==> config.mk <==
export PLATFORM = sky130hd
export DESIGN_NAME = clint_timer
export DESIGN_NICKNAME = d
export VERILOG_FILES = /design/src/rtl/clint_timer.sv
export SDC_FILE = /design/constraint.sdc
export NUM_CORES = 1
export LEC_CHECK = 0
export BUFFER_PORTS_ARGS = -buffer_cell sky130_fd_sc_hd__buf_4
export CAP_MARGIN = 40
export CORE_UTILIZATION = 35
export CTS_CLUSTER_DIAMETER = 150
export CTS_CLUSTER_SIZE = 40
export DETAILED_ROUTE_END_ITERATION = 10
export HOLD_SLACK_MARGIN = 0.03
export PLACE_DENSITY_LB_ADDON = 0.25
export SYNTH_ARGS = -nofsm -noshare
export SYNTH_HDL_FRONTEND = slang
export SYNTH_SLANG_ARGS = --single-unit
==> constraint.sdc <==
create_clock -name clk -period 6.2 [get_ports clk]
set_clock_uncertainty 0.15 [all_clocks]
set_input_delay 0.62 -clock clk [delete_from_list [all_inputs] [get_ports clk]]
set_output_delay 0.62 -clock clk [all_outputs]
set_load 0.05 [all_outputs]
==> src/rtl/clint_timer.sv <==
// clint_timer: machine-timer (CLINT mtime) slave on a single-beat AXI4-style port.
//
// Holds a free-running 64-bit cycle counter, exposed as two 32-bit words:
// araddr/awaddr bit 2 selects the word (0 = mtime[31:0], 1 = mtime[63:32]).
// Other address bits are ignored and every access returns OKAY.
//
// Ports:
//   clk, rst                     clock, asynchronous active-high reset
//   ar* / arready_o              read address channel (only arid, araddr[2] used)
//   rid, rdata_o, rresp_o,
//   rvalid_o, rlast_o, rready    read data channel (single beat, rlast_o == rvalid_o)
//   aw* / awready_o              write address channel (only awid, awaddr[2] used)
//   wdata, wstrb, wvalid,
//   wready_o, wlast              write data channel (wlast ignored)
//   bid, bresp_o, bvalid_o,
//   bready                       write response channel
//
// Read FSM
//   state  | meaning
//   R_IDLE | arready_o high, waiting for a read address
//   R_RESP | snapshot held, rvalid_o high until rready
//
// Write FSM
//   state  | meaning
//   B_ARM  | AW and W accepted independently; write applied once both are held
//   B_RESP | write applied, bvalid_o high until bready
module clint_timer #(
  parameter int ADDR_W = 32,
  parameter int DATA_W = 32
) (
  input  logic                clk,
  input  logic                rst,
  input  logic [1:0]          arburst,
  input  logic [2:0]          arsize,
  input  logic [7:0]          arlen,
  input  logic [3:0]          arid,
  input  logic [ADDR_W-1:0]   araddr,
  input  logic                arvalid,
  output logic                arready_o,
  output logic [3:0]          rid,
  output logic                rlast_o,
  output logic [DATA_W-1:0]   rdata_o,
  output logic [1:0]          rresp_o,
  output logic                rvalid_o,
  input  logic                rready,
  input  logic [1:0]          awburst,
  input  logic [2:0]          awsize,
  input  logic [7:0]          awlen,
  input  logic [3:0]          awid,
  input  logic [ADDR_W-1:0]   awaddr,
  input  logic                awvalid,
  output logic                awready_o,
  input  logic                wlast,
  input  logic [DATA_W-1:0]   wdata,
  input  logic [DATA_W/8-1:0] wstrb,
  input  logic                wvalid,
  output logic                wready_o,
  output logic [3:0]          bid,
  output logic [1:0]          bresp_o,
  output logic                bvalid_o,
  input  logic                bready
);

  typedef enum logic {R_IDLE, R_RESP} r_state_t;
  typedef enum logic {B_ARM, B_RESP} b_state_t;

  logic [63:0] mtime, mtime_nxt;

  r_state_t r_state, r_next;
  logic [63:0] snap;
  logic        rsel;

  b_state_t b_state, b_next;
  logic              aw_held, w_held, aw_fire, w_fire, apply;
  logic              awsel_q, sel_hi;
  logic [DATA_W-1:0] wdata_q, wd;
  logic [DATA_W/8-1:0] wstrb_q, ws;

  // Request attributes that carry no meaning for a two-word register.
  logic unused_attr;
  assign unused_attr = ^{arburst, arsize, arlen, araddr[ADDR_W-1:3], araddr[1:0],
                         awburst, awsize, awlen, awaddr[ADDR_W-1:3], awaddr[1:0], wlast};

  // ---------------- read path ----------------
  always_ff @(posedge clk or posedge rst) begin
    if (rst) r_state <= R_IDLE;
    else     r_state <= r_next;
  end

  always_comb begin
    r_next    = r_state;
    arready_o = 1'b0;
    rvalid_o  = 1'b0;
    case (r_state)
      R_IDLE: begin
        arready_o = 1'b1;
        if (arvalid) r_next = R_RESP;
      end
      R_RESP: begin
        rvalid_o = 1'b1;
        if (rready) r_next = R_IDLE;
      end
      default: r_next = R_IDLE;
    endcase
  end

  // Snapshot is the pre-increment (and pre-write) value seen in the handshake cycle.
  always_ff @(posedge clk or posedge rst) begin
    if (rst) begin
      snap <= '0;
      rsel <= 1'b0;
      rid  <= '0;
    end else if (arvalid && arready_o) begin
      snap <= mtime;
      rsel <= araddr[2];
      rid  <= arid;
    end
  end

  assign rdata_o = rsel ? snap[63:32] : snap[31:0];
  assign rlast_o = rvalid_o;
  assign rresp_o = 2'b00;

  // ---------------- write path ----------------
  always_ff @(posedge clk or posedge rst) begin
    if (rst) b_state <= B_ARM;
    else     b_state <= b_next;
  end

  always_comb begin
    b_next    = b_state;
    awready_o = 1'b0;
    wready_o  = 1'b0;
    bvalid_o  = 1'b0;
    case (b_state)
      B_ARM: begin
        awready_o = !aw_held;
        wready_o  = !w_held;
        if (apply) b_next = B_RESP;
      end
      B_RESP: begin
        bvalid_o = 1'b1;
        if (bready) b_next = B_ARM;
      end
      default: b_next = B_ARM;
    endcase
  end

  assign aw_fire = awvalid && awready_o;
  assign w_fire  = wvalid && wready_o;
  // A channel arriving this cycle counts as held so the write lands on the same edge.
  assign apply   = (b_state == B_ARM) && (aw_held || aw_fire) && (w_held || w_fire);
  assign sel_hi  = aw_fire ? awaddr[2] : awsel_q;
  assign wd      = w_fire ? wdata : wdata_q;
  assign ws      = w_fire ? wstrb : wstrb_q;

  always_ff @(posedge clk or posedge rst) begin
    if (rst) begin
      aw_held <= 1'b0;
      w_held  <= 1'b0;
      awsel_q <= 1'b0;
      bid     <= '0;
      wdata_q <= '0;
      wstrb_q <= '0;
    end else begin
      if (aw_fire) begin
        awsel_q <= awaddr[2];
        bid     <= awid;
      end
      if (w_fire) begin
        wdata_q <= wdata;
        wstrb_q <= wstrb;
      end
      if (apply) begin
        aw_held <= 1'b0;
        w_held  <= 1'b0;
      end else begin
        if (aw_fire) aw_held <= 1'b1;
        if (w_fire)  w_held  <= 1'b1;
      end
    end
  end

  assign bresp_o = 2'b00;

  // ---------------- counter ----------------
  // Written bytes override the increment; unwritten bytes take mtime+1.
  always_comb begin
    mtime_nxt = mtime + 64'd1;
    if (apply) begin
      for (int i = 0; i < DATA_W/8; i++) begin
        if (ws[i]) begin
          if (sel_hi) mtime_nxt[32 + 8*i +: 8] = wd[8*i +: 8];
          else        mtime_nxt[8*i +: 8]      = wd[8*i +: 8];
        end
      end
    end
  end

  always_ff @(posedge clk or posedge rst) begin
    if (rst) mtime <= '0;
    else     mtime <= mtime_nxt;
  end

endmodule

==> results.yml <==
synth:
  synth_edf_count: 0
  ys.flop_type: "dfrtp_1"
  synth_top_area_cell: "dfrtp_1"
  yosys_warnings: 0
  ys_ff_latch: 178
  syn_inst: 724
  netlist.area_leader.share_pct: 53.8
  synth_common_cells: "dfrtp_1, mux2_2, nor2_1"
  avgSynthCellArea_um2: 11.4
  async_flop_share_pct: 100
  synth_area_leaders: "dfrtp_1, mux2_2, xor2_1"
  synth_most_common_cell: "dfrtp_1"
  synth.cell_area_um2: 8280
  ys_types: 36
  ys_seq_area_share_pct: 53.8
power_and_ir_drop:
  combPwrFrac_pct: 40.9
  clockPowerShare_pct: 20.7
  sequentialPowerShare_pct: 38.4
  peakVddDrop_mv: 0.295
  total_power_mw: 5.51
  p_leak_nw: 4.10
  power.switching_mw: 2.23
  intPower_mw: 3.28
  switching_share_pct: 40.5
  power_density_nw_per_um2: 552
run:
  maxCapViolCount: 0
layout:
  nNetsFinal: 959
  area_growth_syn_to_layout_pct: 20.7
  final_util_pct: 43.6
  diodes: 0
  layout-drive-gt1-share_pct: 33.1
timing:
  max_freq_ghz: 0.310
  post-route-period-util_pct: 52.0
  setup_ws_ps: 2980
  hold_viol_final: 0
  tightest_slew_ps: 790
  rsz0062_at_grt: "no"
  setup_tns_ps: 0
  min_period_ps: 3220
  report.final.slew_viol_count: 0
  slew_headroom_pct: 46.9
  setup_violations: 0
route:
  drt-pass1-iter-count: 4
  drt_iter0_markers: 353
  wirelength_um: 19200
  detail-route-antenna-nets: 0
  route.detailed.wl_per_inst_um: 16.8
  via_per_inst: 5.05
  vias: 5768
  drc_errors: 0
floorplanning:
  die_h_um: 156
  ioPinCount: 192
  core-area_um2: 22900
  die_w_um: 156
  initial_utilization_pct: 36.1
  die_area_um2: 24300
  fp-row-count: 55
global_routing:
  grtUsageMet2_pct: 25.8
  grt_most_used_layer: "met2"
  grt_pass1_wl_um: 31200
  met1_usage_pct: 24.2
  grt_max_degree: 71
  grt_use_total_pct: 16.9
  grt_pass1_vias: 5688
  antenna_found_initial: 0
  grt_use_met3_pct: 3.31
  grt_overflow: 0
placement:
  dp_slack_ps: 2670
  gp_congestion: 0.752
  hpwl_um: 13200
  port_buffers: 98
setup_path:
  cp_max_fo: 11
  crit_required_ps: 6420
  r2r_end: "mtime[35]"
  setup.worst_path.end_class: "flip-flop"
  cp-start-kind: "flip-flop"
  arrival_ps: 3440
  rr_startpoint: "b_state"
  reg2regPathDepth: 6
  rrSetupSlack_ps: 2980
  crit_chain: "nor3b_1 -> mux2i_1 -> inv_1 -> and3_1 -> or4_1 -> nand3_1"
  critPathKind: "reg2reg"
  slowest_delay_ps: 700
  cp_slowest_cell: "nor3b_1"
clocking:
  postCtsSetupBuffers: 0
  cts-resized-gates: 0
  clock_latency_ps: 430
  htreeDepth: 4
  clock-sinks: 178
  clk_path_buf_depth: 2
  cts_buffers: 17
  hold_buffers: 0
  clk_pin_slew_ps: 70
  root_buffer: "clkbuf_16"
  cts_tree: "built"
worst_hold_path:
  hold_class: "in2async"
outcome:
  outcome: "complete, no violations"
-- metrics by stage --
stage          cell area (µm²)  instances  hold WS, ps
2_1_floorplan             8290        727          294
3_3_place_gp              9330       1109          312
3_5_place_dp              9360       1110          315
4_1_cts                   9990       1142          149
5_1_grt                   9990       1142          190
6_report                  9990       1142          132
-- layout make-up --
cell class	instances	area, µm²
clock buffer	21	480
multi-input combinational	492	3610
timing repair buffer	107	823
sequential	178	4450
clock inverter	11	150
tap	313	392
inverter	20	80.1
fill	2168	12900
-- layout by cell type, fill, tap and decap left out, drive strengths merged, types with 2 or more instances in the layout --
| cell type | synthesis | final |
|---|---|---|
| nand4 | 27 | 27 |
| a21oi | 25 | 25 |
| or4 | 13 | 13 |
| o21ai | 27 | 27 |
| nand2 | 32 | 32 |
| nor3 | 8 | 8 |
| o22a | 2 | 2 |
| conb | 1 | 4 |
| clkbuf | 29 | 21 |
| and2 | 3 | 3 |
| a31oi | 21 | 21 |
| o31ai | 8 | 8 |
| mux2i | 18 | 18 |
| clkinvlp | 0 | 5 |
| nor2b | 2 | 2 |
| xnor2 | 14 | 14 |
| nor4 | 6 | 6 |
| dfrtp | 178 | 178 |
| and3 | 12 | 12 |
| clkinv | 0 | 2 |
| or3 | 14 | 14 |
| nor3b | 2 | 2 |
| o211ai | 3 | 3 |
| nor2 | 57 | 57 |
| inv | 20 | 21 |
| buf | 8 | 107 |
| bufinv | 0 | 3 |
| xor2 | 25 | 25 |
| or2 | 2 | 2 |
| and4 | 4 | 4 |
| nand3 | 33 | 33 |
| mux2 | 127 | 127 |
-- worst max-delay path: cells and delay by family (launching register included) --
| kind | cells | cell delay [ps] |
|---|---|---|
| mux | 1 | 650 |
| simple gates | 4 | 1540 |
| buf+inv | 1 | 320 |
| flops | 1 | 500 |
-- cells by family after synthesis --
family / share of synthesized area [%]
DFF: 53.8
xor gates and xnor gates: 4.13
AOI/OAI and AO/OA: 6.03
muxes: 19.5
buffers and inverters: 2.81
other: 0.0453
and+or+nand+nor: 13.6
adders and majority gates: 0.151
-- worst max path at each step --
| stage | startpoint | endpoint | slack (ps) | depth (start not counted) |
|---|---|---|---|---|
| after floorplan | rst | aw_held | 600 | 1 |
| after global placement | awvalid | mtime[35] | 2740 | 7 |
| after detailed placement | awvalid | mtime[35] | 2670 | 7 |
| after CTS | b_state | mtime[35] | 2850 | 6 |
| after global routing | b_state | mtime[57] | 2590 | 6 |
| final | b_state | mtime[35] | 2980 | 6 |
-- layer usage --
layer / vias up / routed length (µm)
met1: 2857 / 9450
met4: 0 / 133
met2: 110 / 8990
met5: - / 0
met3: 10 / 603
li1: 2791 / -
-- power by group through the flow --
stage	Combinational (mW)	Clock, mW	Sequential, mW
5_1_grt	2.45	1.21	2.20
3_3_place_gp	2.25	0	2.12
6_report	2.25	1.14	2.12
4_1_cts	2.29	1.17	2.12
2_1_floorplan	1.65	0	2.07
3_5_place_dp	2.28	0	2.14
-- state kept, by name, summed over array words and instances, names as in the netlist --
register and count:
rid 4, rsel 1, awsel_q 1, mtime 64, b_state 1, w_held 1, wdata_q 32, aw_held 1
snap 64, bid 4, wstrb_q 4, r_state 1
Power figures use the tool's default switching activity.
